File: config.mk
export PLATFORM = sky130hd
export DESIGN_NAME = systolic_array
export DESIGN_NICKNAME = d
export VERILOG_FILES = /design/src/rtl/systolic_pkg.sv /design/src/rtl/systolic_pe.sv /design/src/rtl/systolic_array.sv
export SDC_FILE = /design/constraint.sdc
export NUM_CORES = 1
export LEC_CHECK = 0
export CAP_MARGIN = 20
export CORE_ASPECT_RATIO = 0.7
export CORE_MARGIN = 8
export CORE_UTILIZATION = 50
export CTS_CLUSTER_SIZE = 40
export DETAILED_ROUTE_END_ITERATION = 10
export GPL_TIMING_DRIVEN = 0
export PLACE_DENSITY = 0.71
export SLEW_MARGIN = 20
export SYNTH_ARGS = -nofsm -noshare
export SYNTH_HDL_FRONTEND = slang
export SYNTH_SLANG_ARGS = --single-unit
File: constraint.sdc
create_clock -name clk -period 5.51 [get_ports clk]
set_clock_uncertainty 0.15 [all_clocks]
set_input_delay 1.102 -clock clk [delete_from_list [all_inputs] [get_ports clk]]
set_output_delay 1.102 -clock clk [all_outputs]
set_load 0.02 [all_outputs]
File: src/rtl/systolic_pkg.sv
// rtl/systolic_pkg.sv - shared FSM type and sizing helpers for the systolic multiplier
package systolic_pkg;

    typedef enum logic [1:0] {IDLE, RUN, DONE} state_t;

    // Terminal counter value: the edge on which the far-corner PE receives its last term
    function automatic int latency(input int n);
        return 3 * n - 3;
    endfunction

    // Width of the run counter, wide enough to hold 0..latency(n)
    function automatic int cnt_width(input int n);
        return $clog2(3 * n - 2);
    endfunction

endpackage

File: src/rtl/systolic_pe.sv
// rtl/systolic_pe.sv - one multiply-accumulate cell; SYSTOLIC_SAT_EN selects saturating accumulation
module systolic_pe
    import systolic_pkg::*;
#(
    parameter int WIDTH = 4
)
(
    input  logic             clk,
    input  logic             rst_n,
    input  logic             clr,
    input  logic             en,
    input  logic [WIDTH-1:0] a_in,
    input  logic [WIDTH-1:0] b_in,
    output logic [WIDTH-1:0] a_out,
    output logic [WIDTH-1:0] b_out,
    output logic [WIDTH-1:0] acc
);

    logic [WIDTH-1:0] r_a;
    logic [WIDTH-1:0] r_b;
    logic [WIDTH-1:0] r_acc;
    logic [WIDTH-1:0] w_base;
    logic [WIDTH-1:0] w_next;

    // A start edge discards the previous run's sum instead of adding to it
    assign w_base = clr ? '0 : r_acc;

`ifdef SYSTOLIC_SAT_EN
    logic [2*WIDTH-1:0] w_prod;
    logic [2*WIDTH:0]   w_sum;

    assign w_prod = {{WIDTH{1'b0}}, a_in} * {{WIDTH{1'b0}}, b_in};
    assign w_sum  = {1'b0, w_prod} + {{(WIDTH+1){1'b0}}, w_base};
    assign w_next = (|w_sum[2*WIDTH:WIDTH]) ? '1 : w_sum[WIDTH-1:0];
`else
    logic [WIDTH-1:0] w_prod;

    assign w_prod = a_in * b_in;
    assign w_next = w_base + w_prod;
`endif

    // Operand pipeline shifts every edge; the accumulator only moves while enabled
    always_ff @(posedge clk) begin
        if (!rst_n) begin
            r_a   <= '0;
            r_b   <= '0;
            r_acc <= '0;
        end else begin
            r_a <= a_in;
            r_b <= b_in;
            if (en) begin
                r_acc <= w_next;
            end
        end
    end

    assign a_out = r_a;
    assign b_out = r_b;
    assign acc   = r_acc;

endmodule

File: src/rtl/systolic_array.sv
// rtl/systolic_array.sv - NxN output-stationary systolic matrix multiplier with run FSM and edge gating
module systolic_array
    import systolic_pkg::*;
#(
    parameter int N     = 2,
    parameter int WIDTH = 4
)
(
    input  logic             clk,
    input  logic             rst_n,
    input  logic             start,
    input  logic [WIDTH-1:0] array [1:0][N-1:0],
    output logic [WIDTH-1:0] Data  [N-1:0][N-1:0],
    output logic             finish
);

    localparam int            CW   = cnt_width(N);
    localparam logic [CW-1:0] LAST = CW'(latency(N));
    localparam logic [CW-1:0] WIN  = CW'(2 * N - 1);

    state_t           r_state;
    state_t           w_state_next;
    logic [CW-1:0]    r_cnt;
    logic [CW-1:0]    w_cnt_next;
    logic             w_start_edge;
    logic             w_acc_en;
    logic             w_in_window;
    logic [WIDTH-1:0] w_a_edge   [N];
    logic [WIDTH-1:0] w_b_edge   [N];
    logic [WIDTH-1:0] w_a_out    [N][N-1];
    logic [WIDTH-1:0] w_b_out    [N-1][N];
    logic [WIDTH-1:0] w_unused_a [N];
    logic [WIDTH-1:0] w_unused_b [N];

    // r_cnt holds the input-cycle index of the current cycle; the start edge itself is cycle 0
    always_ff @(posedge clk) begin
        if (!rst_n) begin
            r_state <= IDLE;
            r_cnt   <= '0;
        end else begin
            r_state <= w_state_next;
            r_cnt   <= w_cnt_next;
        end
    end

    // Next-state logic; start is only honoured outside RUN
    always_comb begin
        w_state_next = r_state;
        w_cnt_next   = r_cnt;
        w_start_edge = 1'b0;
        finish       = 1'b0;
        case (r_state)
            IDLE: begin
                if (start) begin
                    w_state_next = RUN;
                    w_cnt_next   = CW'(1);
                    w_start_edge = 1'b1;
                end
            end
            RUN: begin
                if (r_cnt == LAST) begin
                    w_state_next = DONE;
                end else begin
                    w_cnt_next = r_cnt + 1'b1;
                end
            end
            DONE: begin
                finish = 1'b1;
                if (start) begin
                    w_state_next = RUN;
                    w_cnt_next   = CW'(1);
                    w_start_edge = 1'b1;
                end
            end
            default: begin
                w_state_next = IDLE;
            end
        endcase
    end

    assign w_acc_en    = w_start_edge | (r_state == RUN);
    assign w_in_window = w_start_edge | ((r_state == RUN) && (r_cnt < WIN));

    // Edge streams are zeroed outside the skew window so stale pipeline data never accumulates
    always_comb begin
        for (int k = 0; k < N; k++) begin
            w_a_edge[k] = w_in_window ? array[0][k] : '0;
            w_b_edge[k] = w_in_window ? array[1][k] : '0;
        end
    end

    for (genvar i = 0; i < N; i++) begin : g_row
        for (genvar j = 0; j < N; j++) begin : g_col
            logic [WIDTH-1:0] w_a_in;
            logic [WIDTH-1:0] w_b_in;
            logic [WIDTH-1:0] w_a_o;
            logic [WIDTH-1:0] w_b_o;

            if (j == 0) begin : g_a_west
                assign w_a_in = w_a_edge[i];
            end else begin : g_a_left
                assign w_a_in = w_a_out[i][j-1];
            end

            if (i == 0) begin : g_b_north
                assign w_b_in = w_b_edge[j];
            end else begin : g_b_up
                assign w_b_in = w_b_out[i-1][j];
            end

            if (j < N - 1) begin : g_a_fwd
                assign w_a_out[i][j] = w_a_o;
            end else begin : g_a_sink
                assign w_unused_a[i] = w_a_o;
            end

            if (i < N - 1) begin : g_b_fwd
                assign w_b_out[i][j] = w_b_o;
            end else begin : g_b_sink
                assign w_unused_b[j] = w_b_o;
            end

            systolic_pe #(
                .WIDTH(WIDTH)
            ) u_pe (
                .clk  (clk),
                .rst_n(rst_n),
                .clr  (w_start_edge),
                .en   (w_acc_en),
                .a_in (w_a_in),
                .b_in (w_b_in),
                .a_out(w_a_o),
                .b_out(w_b_o),
                .acc  (Data[i][j])
            );
        end
    end

endmodule

==> summary.txt <==
Run status
  • Status: completed

Logic synthesis
  • Cell taking the most area after synthesis: dfxtp_1
  • Post-synthesis sequential area ratio: 0.285
  • Synth warnings: 0
  • EDFF count, synth: 0
  • Count of cell types in the netlist: 38
  • Gate count of the mapped netlist: 280
  • Post-synthesis cell area: 2530 µm²
  • Synth top area cells: dfxtp_1, ha_1, and3_1
  • Asr flop ratio synth: 0
  • Share of Yosys cell area claimed by the top area cell type: 0.285
  • Mapped Nets: 332
  • Syn Area/Cell: 9.02 µm²
  • #FFs+latches synth: 36
  • Top_reg_cell synth: dfxtp_1

Critical path
  • Reg-to-reg startpoint: r_cnt[0]
  • R2R Setup Slk: 1000 ps
  • Critical Path End Type: flip-flop
  • CP startpoint kind: primary input
  • Worst EP arrival: 5230 ps
  • Worst r2r path cells: 15
  • CP Max Fanout: 10
  • R2r endpoint: g_row[1].g_col[0].u_pe.acc[3]
  • Crit path from: start
  • WS Path Type: primary input to flip-flop
  • Critical Path RT: 5530 ps
  • Critical Path End: g_row[1].g_col[0].u_pe.acc[3]

Detailed routing
  • Pre-Repair DR Iteration Count: 4
  • Vias per cell: 5.26
  • Final ANT Viol Nets: 0
  • Routed vias: 2,060
  • Remaining DRCs: 0
  • Initial DRC count: 92
  • DR WL/cell: 15.0 µm
  • Drt total wl: 5.88 mm

Global routing
  • First-pass GRT wire length: 9.76 mm
  • Vias in the first global route: 1,948
  • Largest net degree at the start of global routing: 13
  • Initial antenna violation count: 0
  • Global Route Usage Sum: 0.169
  • Total gr overflow: 0

Layout
  • Ant. Diodes: 0
  • FILL cells: 431
  • Non-filler instance count after layout: 392
  • Final #Nets: 374
  • Area grow syn2layout: 23.6%
  • Share of post-route cells with drive strength above 1: 0.0991

Run
  • MaxCap Viol Count: 0

STA
  • Final setup viols: 0
  • Tightest Pin Transition: 694 ps
  • Slew HR: 0.537
  • Period utilisation layout: 0.944
  • Hold Fails Final Rpt: 0
  • Final hold slack: 317 ps
  • Final Slew Violations: 0
  • Setup TNS: 0 ps
  • FMAX: 0.192 GHz
  • Fin crit period: 5200 ps
  • RSZ-0062 raised after global routing: no

Clocking
  • CTS tree: built
  • CTS Buf Count: 5
  • Post-CTS Setup Bufs: 0
  • Deepest level of the CTS H-tree: 2
  • Clock sinks: 36
  • Post-cts resize count: 0
  • Root buf cell: clkbuf_8
  • CTS clk-pin slew, worst paths: 80 ps
  • CTS max path bufs: 2
  • Hold_buf cts: 0
  • Worst skew pair latency: 290 ps

Placed design
  • Dpl hpwl: 4.54 mm
  • Post-placement cell count: 384
  • Routability-driven placement congestion ratio: 0.833
  • Number of buffers added on ports: 35

Floorplan
  • Core area: 4830 µm²
  • # IOs: 36
  • Cell Rows: 21
  • Die Ht: 75.5 µm
  • Initial Util: 0.523
  • Die X: 101 µm
  • Die area: 7620 µm²

Power
  • Leak pwr: 0.00148 µW
  • Max VDD drop: 0.000128 V
  • PD cells: 251 nW/µm²
  • Design Power: 783 µW

Min path
  • Hold Path Class: flip-flop to flip-flop
  • WHS Path Cells: 2
## layer usage
metal	GRT usage	part of all wire	vias up
li1	-	-	1039
met5	0	0	-
met4	0.0394	0.0034	0
met1	0.234	0.49	959
met3	0.0383	0.076	2
met2	0.260	0.43	60
## placed cells by master (no fill, tap or decap), drive strengths merged, types with 3 or more instances in the layout
cell type,count
fa,8
xor2,6
nand3,3
clkbuf,12
bufinv,3
mux2i,9
clkdlybuf4s50,35
buf,5
nor2b,5
nand2,45
inv,7
o31ai,5
a21oi,16
nand2b,7
xnor2,19
and2,20
ha,25
nor2,7
dfxtp,36
and3,36
## metrics by stage
stage | cell area, µm² | worst slack (ps) | utilization
6_report | 3120 | 307 | 0.646
5_1_grt | 3120 | 84.6 | 0.646
4_1_cts | 3120 | 308 | 0.646
3_5_place_dp | 2960 | 53.2 | 0.613
3_3_place_gp | 2960 | 126 | 0.613
2_1_floorplan | 2530 | 1020 | -
## power by group
| group | switching (µW) | internal (µW) |
|---|---|---|
| sequential | 13.5 | 277 |
| combinational | 89.5 | 74.9 |
| clock | 102 | 227 |
| total | 205 | 578 |
## worst max-delay path, cell delays in order
cell	delay, ps
clkdlybuf4s50_1	580
nand2b_2	160
o21ai_2	200
clkbuf_2	280
and3_1	190
ha_1	230
ha_1	300
fa_1	540
inv_1	60
fa_1	480
xor2_2	220
xnor2_1	330
mux2i_1	240
mux2i_1	90
o31a_1	240
## cell usage after synthesis (5+ instances only)
cell type  count
and2_1        20
inv_1          7
and3_1        35
fa_1           8
xnor2_1       16
nor2_1         7
xor2_1         5
mux2i_1        9
ha_1          25
nand2b_1       5
a21oi_1       16
dfxtp_1       36
nand2_1       43
## worst min-delay path by stage
stage | start | slack (ps) | end
final | g_row[0].g_col[1].u_pe.acc[1] | 320 | g_row[0].g_col[1].u_pe.acc[1]
after detailed placement | g_row[1].g_col[0].u_pe.acc[0] | 310 | g_row[1].g_col[0].u_pe.acc[0]
after CTS | g_row[1].g_col[1].u_pe.acc[0] | 320 | g_row[1].g_col[1].u_pe.acc[0]
after floorplan | g_row[0].g_col[1].u_pe.acc[0] | 390 | g_row[0].g_col[1].u_pe.acc[0]
after global routing | g_row[1].g_col[1].u_pe.acc[1] | 340 | g_row[1].g_col[1].u_pe.acc[1]
after global placement | g_row[0].g_col[1].u_pe.acc[1] | 300 | g_row[0].g_col[1].u_pe.acc[1]
## cell families after synthesis
kind of cell    Yosys count  synth area share
compound gates           31            0.0802
fa+ha+maj                33             0.187
mux                      10            0.0401
simple gates            125             0.266
buf+inv                  19            0.0332
xor+xnor                 26             0.107
flops                    36             0.285
## state kept, by name, summed over array words and instances, names as in the netlist
name / count
r_state: 2
g_row.g_col.u_pe.acc: 16
g_row.g_col.u_pe.a_out: 8
r_cnt: 2
g_row.g_col.u_pe.b_out: 8
## layout make-up
type / count / area (µm²) / area share
buffer: 12 / 57.6 / 0.0184
clock buffer: 5 / 68.8 / 0.0220
clock inverter: 3 / 90.1 / 0.0289
inverter: 7 / 26.3 / 0.00842
multi-input combinational: 225 / 1720 / 0.552
sequential: 36 / 721 / 0.231
tap: 69 / 86.3 / 0.0277
timing repair buffer: 35 / 350 / 0.112
Note: power is estimated with default switching activity, not from simulation.
